### config.mk
export PLATFORM = sky130hd
export DESIGN_NAME = mac_tile_dual
export DESIGN_NICKNAME = d
export VERILOG_FILES = /design/src/rtl/mac_tile_dual_pkg.sv /design/src/rtl/mac_tile_dual_dot.sv /design/src/rtl/mac_tile_dual.sv
export SDC_FILE = /design/constraint.sdc
export NUM_CORES = 1
export LEC_CHECK = 0
export ABC_CLOCK_PERIOD_IN_PS = 15500
export BUFFER_PORTS_ARGS = -buffer_cell sky130_fd_sc_hd__buf_2
export CAP_MARGIN = 20
export CORE_MARGIN = 4
export CORE_UTILIZATION = 45
export DETAILED_ROUTE_END_ITERATION = 8
export PLACE_DENSITY = 0.66
export SYNTH_ARGS = -nofsm -noshare
export SYNTH_HDL_FRONTEND = slang
export SYNTH_SLANG_ARGS = --single-unit
### constraint.sdc
create_clock -name clk -period 15.5 [get_ports clk]
set_input_delay 3.1 -clock clk [delete_from_list [all_inputs] [get_ports clk]]
set_output_delay 3.1 -clock clk [all_outputs]
set_load 0.01 [all_outputs]
### src/rtl/mac_tile_dual_pkg.sv
// mac_tile_dual_pkg: instruction bit positions and dataflow mode encodings
package mac_tile_dual_pkg;
    localparam int INST_LOAD  = 0;
    localparam int INST_EXEC  = 1;
    localparam int INST_SWAP  = 2;
    localparam int INST_DRAIN = 3;
    localparam logic MODE_WS = 1'b0;
    localparam logic MODE_OS = 1'b1;
endpackage

### src/rtl/mac_tile_dual_dot.sv
// mac_dot: lanes-wide unsigned-activation x signed-weight dot product plus addend, wrapping at psum_bw
module mac_dot #(
    parameter int bw      = 4,
    parameter int psum_bw = 16,
    parameter int lanes   = 1
) (
    input  logic [bw*lanes-1:0] a,
    input  logic [bw*lanes-1:0] w,
    input  logic [psum_bw-1:0]  addend,
    output logic [psum_bw-1:0]  y
);
    logic [psum_bw-1:0] prod [lanes];
    for (genvar i = 0; i < lanes; i++) begin : g_lane
        assign prod[i] = {{(psum_bw-bw){1'b0}}, a[i*bw +: bw]} * {{(psum_bw-bw){w[i*bw+bw-1]}}, w[i*bw +: bw]};
    end
    always_comb begin
        y = addend;
        for (int k = 0; k < lanes; k++) y = y + prod[k];
    end
endmodule

### src/rtl/mac_tile_dual.sv
// mac_tile_dual: double-buffered-weight systolic MAC tile, weight- or output-stationary
module mac_tile_dual
    import mac_tile_dual_pkg::*;
#(
    parameter int bw      = 4,
    parameter int psum_bw = 16,
    parameter int lanes   = 1
) (
    input  logic                clk,
    input  logic                reset,
    input  logic [bw*lanes-1:0] in_w,
    output logic [bw*lanes-1:0] out_e,
    input  logic [3:0]          inst_w,
    output logic [3:0]          inst_e,
    input  logic [psum_bw-1:0]  in_n,
    output logic [psum_bw-1:0]  out_s,
    input  logic                os_mode
);
    logic [bw*lanes-1:0] a_q, e_q, w_sh, w_act;
    logic [psum_bw-1:0]  n_q, acc, s_q, ws_sum, os_sum;
    logic [3:0]          inst_q;
    logic                ready_q, mode_q;
    logic                load, exec, swap, drain;
    assign load  = inst_w[INST_LOAD];
    assign exec  = inst_w[INST_EXEC];
    assign swap  = inst_w[INST_SWAP];
    assign drain = inst_w[INST_DRAIN];
    mac_dot #(.bw(bw), .psum_bw(psum_bw), .lanes(lanes)) u_ws (
        .a(a_q), .w(w_act), .addend(n_q), .y(ws_sum)
    );
    mac_dot #(.bw(bw), .psum_bw(psum_bw), .lanes(lanes)) u_os (
        .a(in_w), .w(in_n[bw*lanes-1:0]), .addend(acc), .y(os_sum)
    );
    always_ff @(posedge clk) begin
        if (reset) begin
            a_q     <= '0;
            e_q     <= '0;
            w_sh    <= '0;
            w_act   <= '0;
            n_q     <= '0;
            acc     <= '0;
            s_q     <= '0;
            inst_q  <= '0;
            ready_q <= 1'b1;
            mode_q  <= MODE_WS;
        end else begin
            if (inst_w == 4'd0) mode_q <= os_mode;
            if (load || exec || swap) e_q <= in_w;
            // a load is consumed by the first tile with an empty shadow bank
            inst_q <= {drain, swap, exec, load & ~ready_q};
            if (load && ready_q) w_sh <= in_w;
            if (swap) w_act <= w_sh;
            ready_q <= (load && ready_q) ? 1'b0 : (swap ? 1'b1 : ready_q);
            if (exec) begin
                a_q <= in_w;
                n_q <= in_n;
            end
            if (mode_q == MODE_OS) begin
                if (drain) begin
                    s_q <= acc;
                    acc <= in_n;
                end else if (exec) begin
                    s_q <= in_n;
                    acc <= os_sum;
                end
            end
        end
    end
    assign out_e  = e_q;
    assign inst_e = inst_q;
    assign out_s  = (mode_q == MODE_OS) ? s_q : ws_sum;
endmodule

==> results of run 1 <==
-- power by group through the flow --
stage	Sequential [W]	Clock [W]	Combinational, W
final	0.000193	0.000195	0.000115
after global routing	0.000194	0.000207	0.000129
after CTS	0.000193	0.000197	0.000116
after detailed placement	0.000197	0	0.000115
after global placement	0.000196	0	0.000111
after floorplan	0.000195	0	0.0000840
-- cell type report --
cell class	instances	share of cell area, %
Clock buffer	15	4.75
Sequential cell	70	23.1
Timing Repair Buffer	54	4.63
Tap cell	143	2.96
Inverter	35	2.17
Multi-Input combinational cell	514	62.3
-- metal layers --
layer	part of all wire (%)	track usage, %
met5	0	0
met1	49	26.7
met2	46	30.8
met4	1.7	6.15
met3	3.8	2.79
-- cell usage after synthesis (all sizes together), types with 6 or more instances --
library cell,instances
a31oi,7
nor2b,8
dfxtp,70
nand3,13
o211ai,6
nor2,78
fa,12
o21bai,6
and2,15
xor2,7
a21o,7
nand2,53
a211oi,32
clkbuf,17
mux2i,50
a21oi,37
inv,34
xnor2,18
nor3,8
buf,11
o21ai,38
ha,66
-- sequential cells by signal (all words and copies together) (netlist names) --
register and cells:
out_e 4, inst_e 4, w_sh 4, a_q 4, ready_q 1, n_q 16, w_act 4, acc 16
s_q 16, mode_q 1
-- how the worst max path moves through the flow --
stage                      to  slack (ns)  cells after the start
finish              out_s[15]        6.91                     18
global route        out_s[12]        6.52                     17
CTS                 out_s[15]        6.87                     18
detailed placement    acc[15]        7.10                     18
global placement      acc[15]        7.38                     18
floorplan           out_s[15]        7.82                     17
-- per-stage QoR --
step	total power, W	instance area (sq um)	setup WS (ns)	cells
after global routing	0.000530	6050	6.52	831
after floorplan	0.000279	5420	7.82	647
final	0.000504	6050	6.91	831
after CTS	0.000506	6050	6.87	831
after global placement	0.000308	5770	7.38	816
after detailed placement	0.000311	5770	7.10	816
-- worst reg2reg max path, stage by stage (launching register included) --
cell and delay [ns]:
dfxtp_1 0.50, buf_4 0.38, clkinv_1 0.45, nor2_4 0.94, o311ai_0 0.29, o21ai_0 0.14
nor2_1 0.05
-- kinds of logic after synthesis --
family,synth area share (%)
simple gates,17.5
compound gates,18.0
xor+xnor,4.50
fa+ha+maj,19.7
flops,25.8
mux,9.85
buf+inv,4.66
==> flow_summary.toml, run 1 <==
[run_status]
status = "completed"

[yosys]
synth-edff-count = 0
synth_area_sq_um = 5420
synth_flop_cell = "dfxtp_1"
yosysSeqAreaShare_pct = 25.8
synthArstFlopShare_pct = 0
yosysTopAreaCell = "dfxtp_1"
synth_warnings = 0
avgSynthCellArea_sq_um = 8.38
synthCells = 647
yosys_register_bits = 70
netlist-cell-type-count = 54
synth_top_area_share_pct = 25.8
synthesis.nets = 752
synth.area.top_cells = "dfxtp_1 26%, ha_1 15%, mux2i_1 9.2%, nor2_1 5.4%, fa_1 4.4%"

[worst_setup_path]
r2r_start = "mode_q"
r2r_end = "acc[3]"
crit_path_start_kind = "flop"
crit_path_max_incr_delay_ns = 0.52
path_common_cell = "fa_1"
cpLargestDelayFamily = "adder cells"
crit_slowest_cell = "fa_1"
critPathBufInv = 2
path_cells = "nand2b_1 > fa_1 > fa_1 > fa_1 > inv_1 > ha_1 > a211oi_1 > o21bai_1 > a21oi_1 > xnor2_1 > ha_1 > a21oi_1 > nor2b_1 > o21ai_0 > o211ai_1 > or4_1 > nand3_1 > buf_2"
reg2regPathDepth = 6
arrival_ns = 5.49
reg2reg_slack_ns = 12.62
critPathRequiredTime_ns = 12.40
startpoint = "a_q[0]"
worstSetupPathType = "flop to output pin"
critPathCaptureType = "output pin"
cp_max_fo = 8

[timing]
rsz0062_at_grt = "false"
min_period_over_period_pct = 55.4
setup_violations = 0
finalClockSkew_ns = 0.00305
hold_viol_final = 0
final.min_clock_period_ns = 8.59
holdWs_ns = 0.459
fmax_ghz = 0.116
worstMarginPinSlew_ns = 1.03
final.setup.tns_ns = 0
max_slew_margin_pct = 31.2
report.final.slew_viol_count = 0

[worst_hold_path]
min_to = "w_sh[0]"
hold_class = "flop to flop"
hold_depth = 2
hold_path.startpoint = "w_sh[0]"

[drt]
via_per_inst = 5.56
wl_per_cell_um = 15.8
wirelength_um = 13200
drc = 0
ant_nets = 0
drtIter0Drc = 388
vias = 4619
first_pass_iters = 5

[layout]
multi_input_area_sq_um = 3770
fillCellCount = 1083
fin_nets = 789
layout_common_cells = "77 x nor2_1, 70 x dfxtp_1, 66 x ha_1"
layout_commonest_cell = "nor2_1"
layout-drive-gt1-share_pct = 11.6
area_growth_pct = 11.7
n_antenna_cell = 0
layout.area.seq_sq_um = 1400
utilization_pct = 52.1

[floorplan]
start_util_pct = 46.7
rows = 39
die_h_um = 118
die_area_sq_um = 13900
coreArea_sq_um = 11600
ios = 51
die_w_um = 118

[clock_network]
cts.reportedPaths.clkPinSlew_ns = 0.05
htree_levels = 3
cts_setup_buffers = 0
root_buffer = "clkbuf_16"
post_cts_resized = 0
insertion_delay_ns = 0.32
cts_tree = "done"
numCtsBuffers = 9
cts_buffer_depth = 2
cts_hold_buf = 0
cts_sinks = 70

[grt]
grt_max_degree = 66
grtUsageTotal_pct = 19.2
grt_pass1_wl_um = 22500
antenna_found_initial = 0
overflow = 0
grt_pass1_vias = 4604

[power]
swShare_pct = 28.3
ir_drop_mv = 0.0454
power.density_nw_per_um2 = 83.2
p_sw_w = 0.000143
p_seq_share_pct = 38.3
clkPwrFrac_pct = 38.8
p_int_w = 0.000361
p_leak_nw = 2.81
combPwrFrac_pct = 22.9

[place]
dp_hpwl_um = 10000
globalplace.congestion = 0.839
port_buffers = 50

[run]
maxCapViolCount = 0
(Power assumes the default switching activity.)
==> run 2: changes to the inputs <==
Settings changed: ABC_AREA set to 1, ABC_CLOCK_PERIOD_IN_PS 15500 to 7150, PLACE_DENSITY 0.66 to 0.69.
Clock period 15.5 ns to 7.15 ns, I/O delays scaled along.
==> run 2 against run 1 <==
Net effect: sequential power grew 120%; critical path depth is 2 higher; sequential share of layout area fell by 0.46 points; combinational power rose to 2.6 times the previous value; first-iteration DRC count down 18%; clock power increased by 150%; register-to-register slack lost 8.5 ns; worst hold slack worse by 0.015 ns; clock skew up 0.00076 ns; global-route usage increased by 0.29 points; final cell count is 23% higher; critical path type unchanged; largest power group unchanged.
==> flow_summary.toml, run 2 <==
[drt]
first_pass_iters = 5
wirelength_um = 13600
via_per_inst = 5.19
vias = 5294
wl_per_cell_um = 13.3
drtIter0Drc = 317
drc = 0
ant_nets = 0

[clock_network]
htree_levels = 3
cts_sinks = 70
numCtsBuffers = 9
cts_setup_buffers = 0
cts.reportedPaths.clkPinSlew_ns = 0.06
post_cts_resized = 0
cts_hold_buf = 0
cts_tree = "done"
root_buffer = "clkbuf_16"
insertion_delay_ns = 0.33
cts_buffer_depth = 2

[grt]
grt_max_degree = 43
antenna_found_initial = 0
grt_pass1_wl_um = 23200
overflow = 0
grtUsageTotal_pct = 19.5
grt_pass1_vias = 4940

[yosys]
yosys_register_bits = 70
yosysSeqAreaShare_pct = 25.3
synthArstFlopShare_pct = 0
netlist-cell-type-count = 34
synth_common_cells = "220 x nand2_1, 107 x inv_1, 76 x o21ai_0"
synth_area_sq_um = 5530
synth_flop_cell = "dfxtp_1"
avgSynthCellArea_sq_um = 6.64
yosysTopAreaCell = "dfxtp_1"
synthCells = 833
synth.area.top_cells = "dfxtp_1 25%, ha_1 15%, nand2_1 15%, inv_1 7.3%, o21ai_0 6.9%"
synth_warnings = 0
yosysMostFrequentCell = "nand2_1"
synth_top_area_share_pct = 25.3
synth-edff-count = 0
synthesis.nets = 938

[place]
placed_cell_area_sq_um = 5850
port_buffers = 50
globalplace.congestion = 0.930
dp_hpwl_um = 10400
preCtsSetupSlack_ns = 1.02
dp_cells = 1004

[worst_setup_path]
arrival_ns = 5.02
path_common_cell = "fa_1"
reg2reg_slack_ns = 4.13
path_cells = "inv_1 > or2_2 > fa_1 > fa_1 > fa_1 > inv_1 > ha_1 > inv_1 > fa_1 > o21ai_0 > xor2_1 > ha_1 > a21oi_1 > o21ai_0 > a21oi_1 > nand2_1 > nand2_1 > nand3_1 > nand2_1 > buf_2"
crit_path_start_kind = "flop"
critPathRequiredTime_ns = 5.72
cp_max_fo = 6
critPathCaptureType = "output pin"
crit_slowest_cell = "fa_1"
worstSetupPathType = "flop to output pin"
crit_path_max_incr_delay_ns = 0.57

[layout]
layout_common_cells = "220 x nand2_1, 107 x inv_1, 76 x o21ai_0"
utilization_pct = 51.4
layout.area.seq_sq_um = 1400
fillCellCount = 1246
layout_commonest_cell = "nand2_1"
instances_no_fill = 1020
layout-drive-gt1-share_pct = 9.05
fin_nets = 973
n_antenna_cell = 0
multi_input_area_sq_um = 3600
area_growth_pct = 11.7
fin_area_sq_um = 6180
reg_top3 = "acc: 16 flops, n_q: 16 flops, s_q: 16 flops"

[timing]
min_period_over_period_pct = 90.2
finalClockSkew_ns = 0.00381
setup_violations = 0
report.final.slew_viol_count = 0
worstMarginPinSlew_ns = 0.902
worst_slack_ns = 0.702
fmax_ghz = 0.155
rsz0062_at_grt = "false"
final.setup.tns_ns = 0
max_slew_margin_pct = 39.7
hold_viol_final = 0
final.min_clock_period_ns = 6.45

[run]
maxCapViolCount = 0

[worst_hold_path]
hold_class = "flop to flop"

[run_status]
status = "completed"

[floorplan]
rows = 40
die_area_sq_um = 14100
die_h_um = 119
coreArea_sq_um = 12000
die_w_um = 119
start_util_pct = 46.0
ios = 51

[power]
p_leak_nw = 3.32
power.density_nw_per_um2 = 195
ir_drop_mv = 0.119
[run 2: final timing paths]
check        depth (start not counted)        end      from
min reg2reg                          1  inst_e[0]   ready_q
max reg2reg                          6     acc[6]    mode_q
max                                 20  out_s[14]  w_act[3]
min                                  1  inst_e[0]   ready_q
[run 2: report_power, final]
part / switching, W / leakage (nW) / internal, W
combinational: 0.000189 / 2.59 / 0.000111
clock: 0.000169 / 0.154 / 0.000313
sequential: 0.0000136 / 0.574 / 0.000408
total: 0.000371 / 3.32 / 0.000832
[run 2: metal layers]
layer	track usage, %	wire [um]
met1	27.8	6830
met2	31.2	6110
met3	2.66	519
met4	5.00	129
met5	0	0
[run 2: final cells by class]
cell class | instances | area share (%)
Clock buffer | 10 | 3.87
Clock inverter | 6 | 1.38
Inverter | 110 | 6.68
Tap cell | 147 | 2.98
Multi-Input combinational cell | 626 | 58.2
Timing Repair Buffer | 51 | 4.17
Sequential cell | 70 | 22.7
[run 2: through the flow]
step	hold slack, ns	power, W
CTS	0.436	0.00121
detailed placement	0.426	0.000729
finish	0.444	0.00120
global placement	0.422	0.000726
global route	0.473	0.00127
floorplan	0.406	0.000643
[run 2: logic make-up (layout without fill, tap and decap cells)]
kind of cell | after synthesis | after routing | share of synthesized area, %
xor gates and xnor gates | 13 | 13 | 2.06
and+or+nand+nor | 348 | 348 | 25.5
AOI/OAI and AO/OA | 187 | 187 | 18.3
adders and majority gates | 78 | 78 | 19.3
DFF | 70 | 70 | 25.3
buffers and inverters | 137 | 177 | 9.59
[run 2: worst max-delay path: cells and delay by family (launching register included)]
kind	cells	cell delay (ns)
fa+ha+maj	6	2.37
compound gates	4	0.82
simple gates	5	0.59
buf+inv	4	0.37
xor+xnor	1	0.21
flops	1	0.33
==> run 3: changes to the inputs <==
Settings changed: CTS_BUF_LIST set to sky130_fd_sc_hd__clkbuf_8.
==> run 3 against run 2 <==
Net effect: non-clock buffer count unchanged; clock power decreased by 26%; first-iteration DRC count up 23%; final area down 1.6%; largest cell class unchanged.
==> flow_summary.toml, run 3 (synthesized netlist as in run 2, its figures left out) <==
[place]
dp_cells = 1004
globalplace.congestion = 0.930
dp_hpwl_um = 10400
port_buffers = 50

[clock_network]
cts_sinks = 70
cts_buffer_depth = 2
cts_setup_buffers = 0
htree_levels = 3
numCtsBuffers = 9
cts_tree = "done"
post_cts_resized = 0
cts.reportedPaths.clkPinSlew_ns = 0.08
cts_hold_buf = 0
root_buffer = "clkbuf_8"
insertion_delay_ns = 0.35

[grt]
overflow = 0
grt_pass1_wl_um = 23000
grt_max_degree = 43
grt_pass1_vias = 4863
grtUsageTotal_pct = 19.3
antenna_found_initial = 0

[floorplan]
rows = 40
die_h_um = 119
die_w_um = 119
start_util_pct = 46.0
die_area_sq_um = 14100
coreArea_sq_um = 12000
ios = 51

[timing]
fmax_ghz = 0.154
finalClockSkew_ns = 0.00692
min_period_over_period_pct = 90.7
final.min_clock_period_ns = 6.48
hold_viol_final = 0
max_slew_margin_pct = 40.2
worstMarginPinSlew_ns = 0.896
setup_violations = 0
final.setup.tns_ns = 0
rsz0062_at_grt = "false"
report.final.slew_viol_count = 0

[worst_setup_path]
r2r_end = "acc[14]"
critPathCaptureType = "output pin"
reg2reg_slack_ns = 4.16
reg2regPathDepth = 6
critPathRequiredTime_ns = 5.72
arrival_ns = 5.05
worstSetupPathType = "flop to output pin"
cp_max_fo = 6
r2r_start = "mode_q"
crit_path_start_kind = "flop"

[layout]
fin_nets = 973
utilization_pct = 50.6
instances_no_fill = 1020
layout-drive-gt1-share_pct = 9.05
reg_top3 = "acc: 16 flops, n_q: 16 flops, s_q: 16 flops"
layout_common_cells = "220 x nand2_1, 107 x inv_1, 76 x o21ai_0"
n_antenna_cell = 0
layout_commonest_cell = "nand2_1"
area_growth_pct = 9.89

[drt]
wirelength_um = 13500
via_per_inst = 5.17
dr.max_layer_used = "met4"
met1_length_um = 6840
drc = 0
wl_per_cell_um = 13.2
vias = 5278
met2_length_um = 5990
drtIter0Drc = 389
ant_nets = 0
met3_length_um = 505
first_pass_iters = 6

[worst_hold_path]
hold_class = "flop to flop"
min_to = "inst_e[0]"
hold_depth = 1
hold_path.startpoint = "ready_q"

[power]
power.total_w = 0.00108
p_leak_nw = 3.27
ir_drop_mv = 0.0777
power.density_nw_per_um2 = 177

[run]
maxCapViolCount = 0

[run_status]
status = "completed"
## run 3: cell count changes in the layout (fill, tap and decap cells not counted)
cell	change
clkbuf_16	-9
clkbuf_8	+9
## run 3: through the flow
step	area (sq um)	hold WS [ns]	setup slack, ns
after floorplan	5530	0.406	1.46
after global placement	5850	0.422	1.11
after detailed placement	5850	0.426	1.02
after CTS	6080	0.440	0.617
after global routing	6080	0.476	0.335
final	6080	0.442	0.668
## run 3: per-layer routing
metal  up-vias  track usage, %
li1       2791               -
met2       102            30.5
met5         -               0
met4         0            4.42
met3         8            2.80
met1      2377            27.8
## run 3: where the power goes
group	switching [W]	internal, W	total, W
clock network	0.000153	0.000205	0.000358
registers	0.0000135	0.000408	0.000421
logic	0.000189	0.000111	0.000299
total	0.000355	0.000723	0.00108
## run 3: worst max path at each step
stage,endpoint,start,cells after the start,slack (ns)
floorplan,out_s[14],w_act[3],19,1.46
global placement,out_s[14],w_act[3],20,1.11
detailed placement,out_s[14],w_act[3],20,1.02
CTS,out_s[14],w_act[3],20,0.62
global route,out_s[14],w_act[3],20,0.34
finish,out_s[14],w_act[3],20,0.67
## run 3: cell type report
type / instances / area [sq um]
Timing Repair Buffer: 51 / 258
Tap cell: 147 / 184
Clock buffer: 10 / 138
Clock inverter: 6 / 85.1
Inverter: 110 / 413
Fill cell: 1261 / 5940
Sequential cell: 70 / 1400
Multi-Input combinational cell: 626 / 3600
## run 3: critical path: stages (launching register included)
cell	delay [ns]
dfxtp_1	0.34
inv_1	0.11
or2_2	0.31
fa_1	0.50
fa_1	0.57
fa_1	0.41
inv_1	0.08
ha_1	0.19
inv_1	0.07
fa_1	0.39
o21ai_0	0.23
xor2_1	0.21
ha_1	0.31
a21oi_1	0.27
o21ai_0	0.13
a21oi_1	0.19
nand2_1	0.07
nand2_1	0.06
nand3_1	0.07
nand2_1	0.08
buf_2	0.12
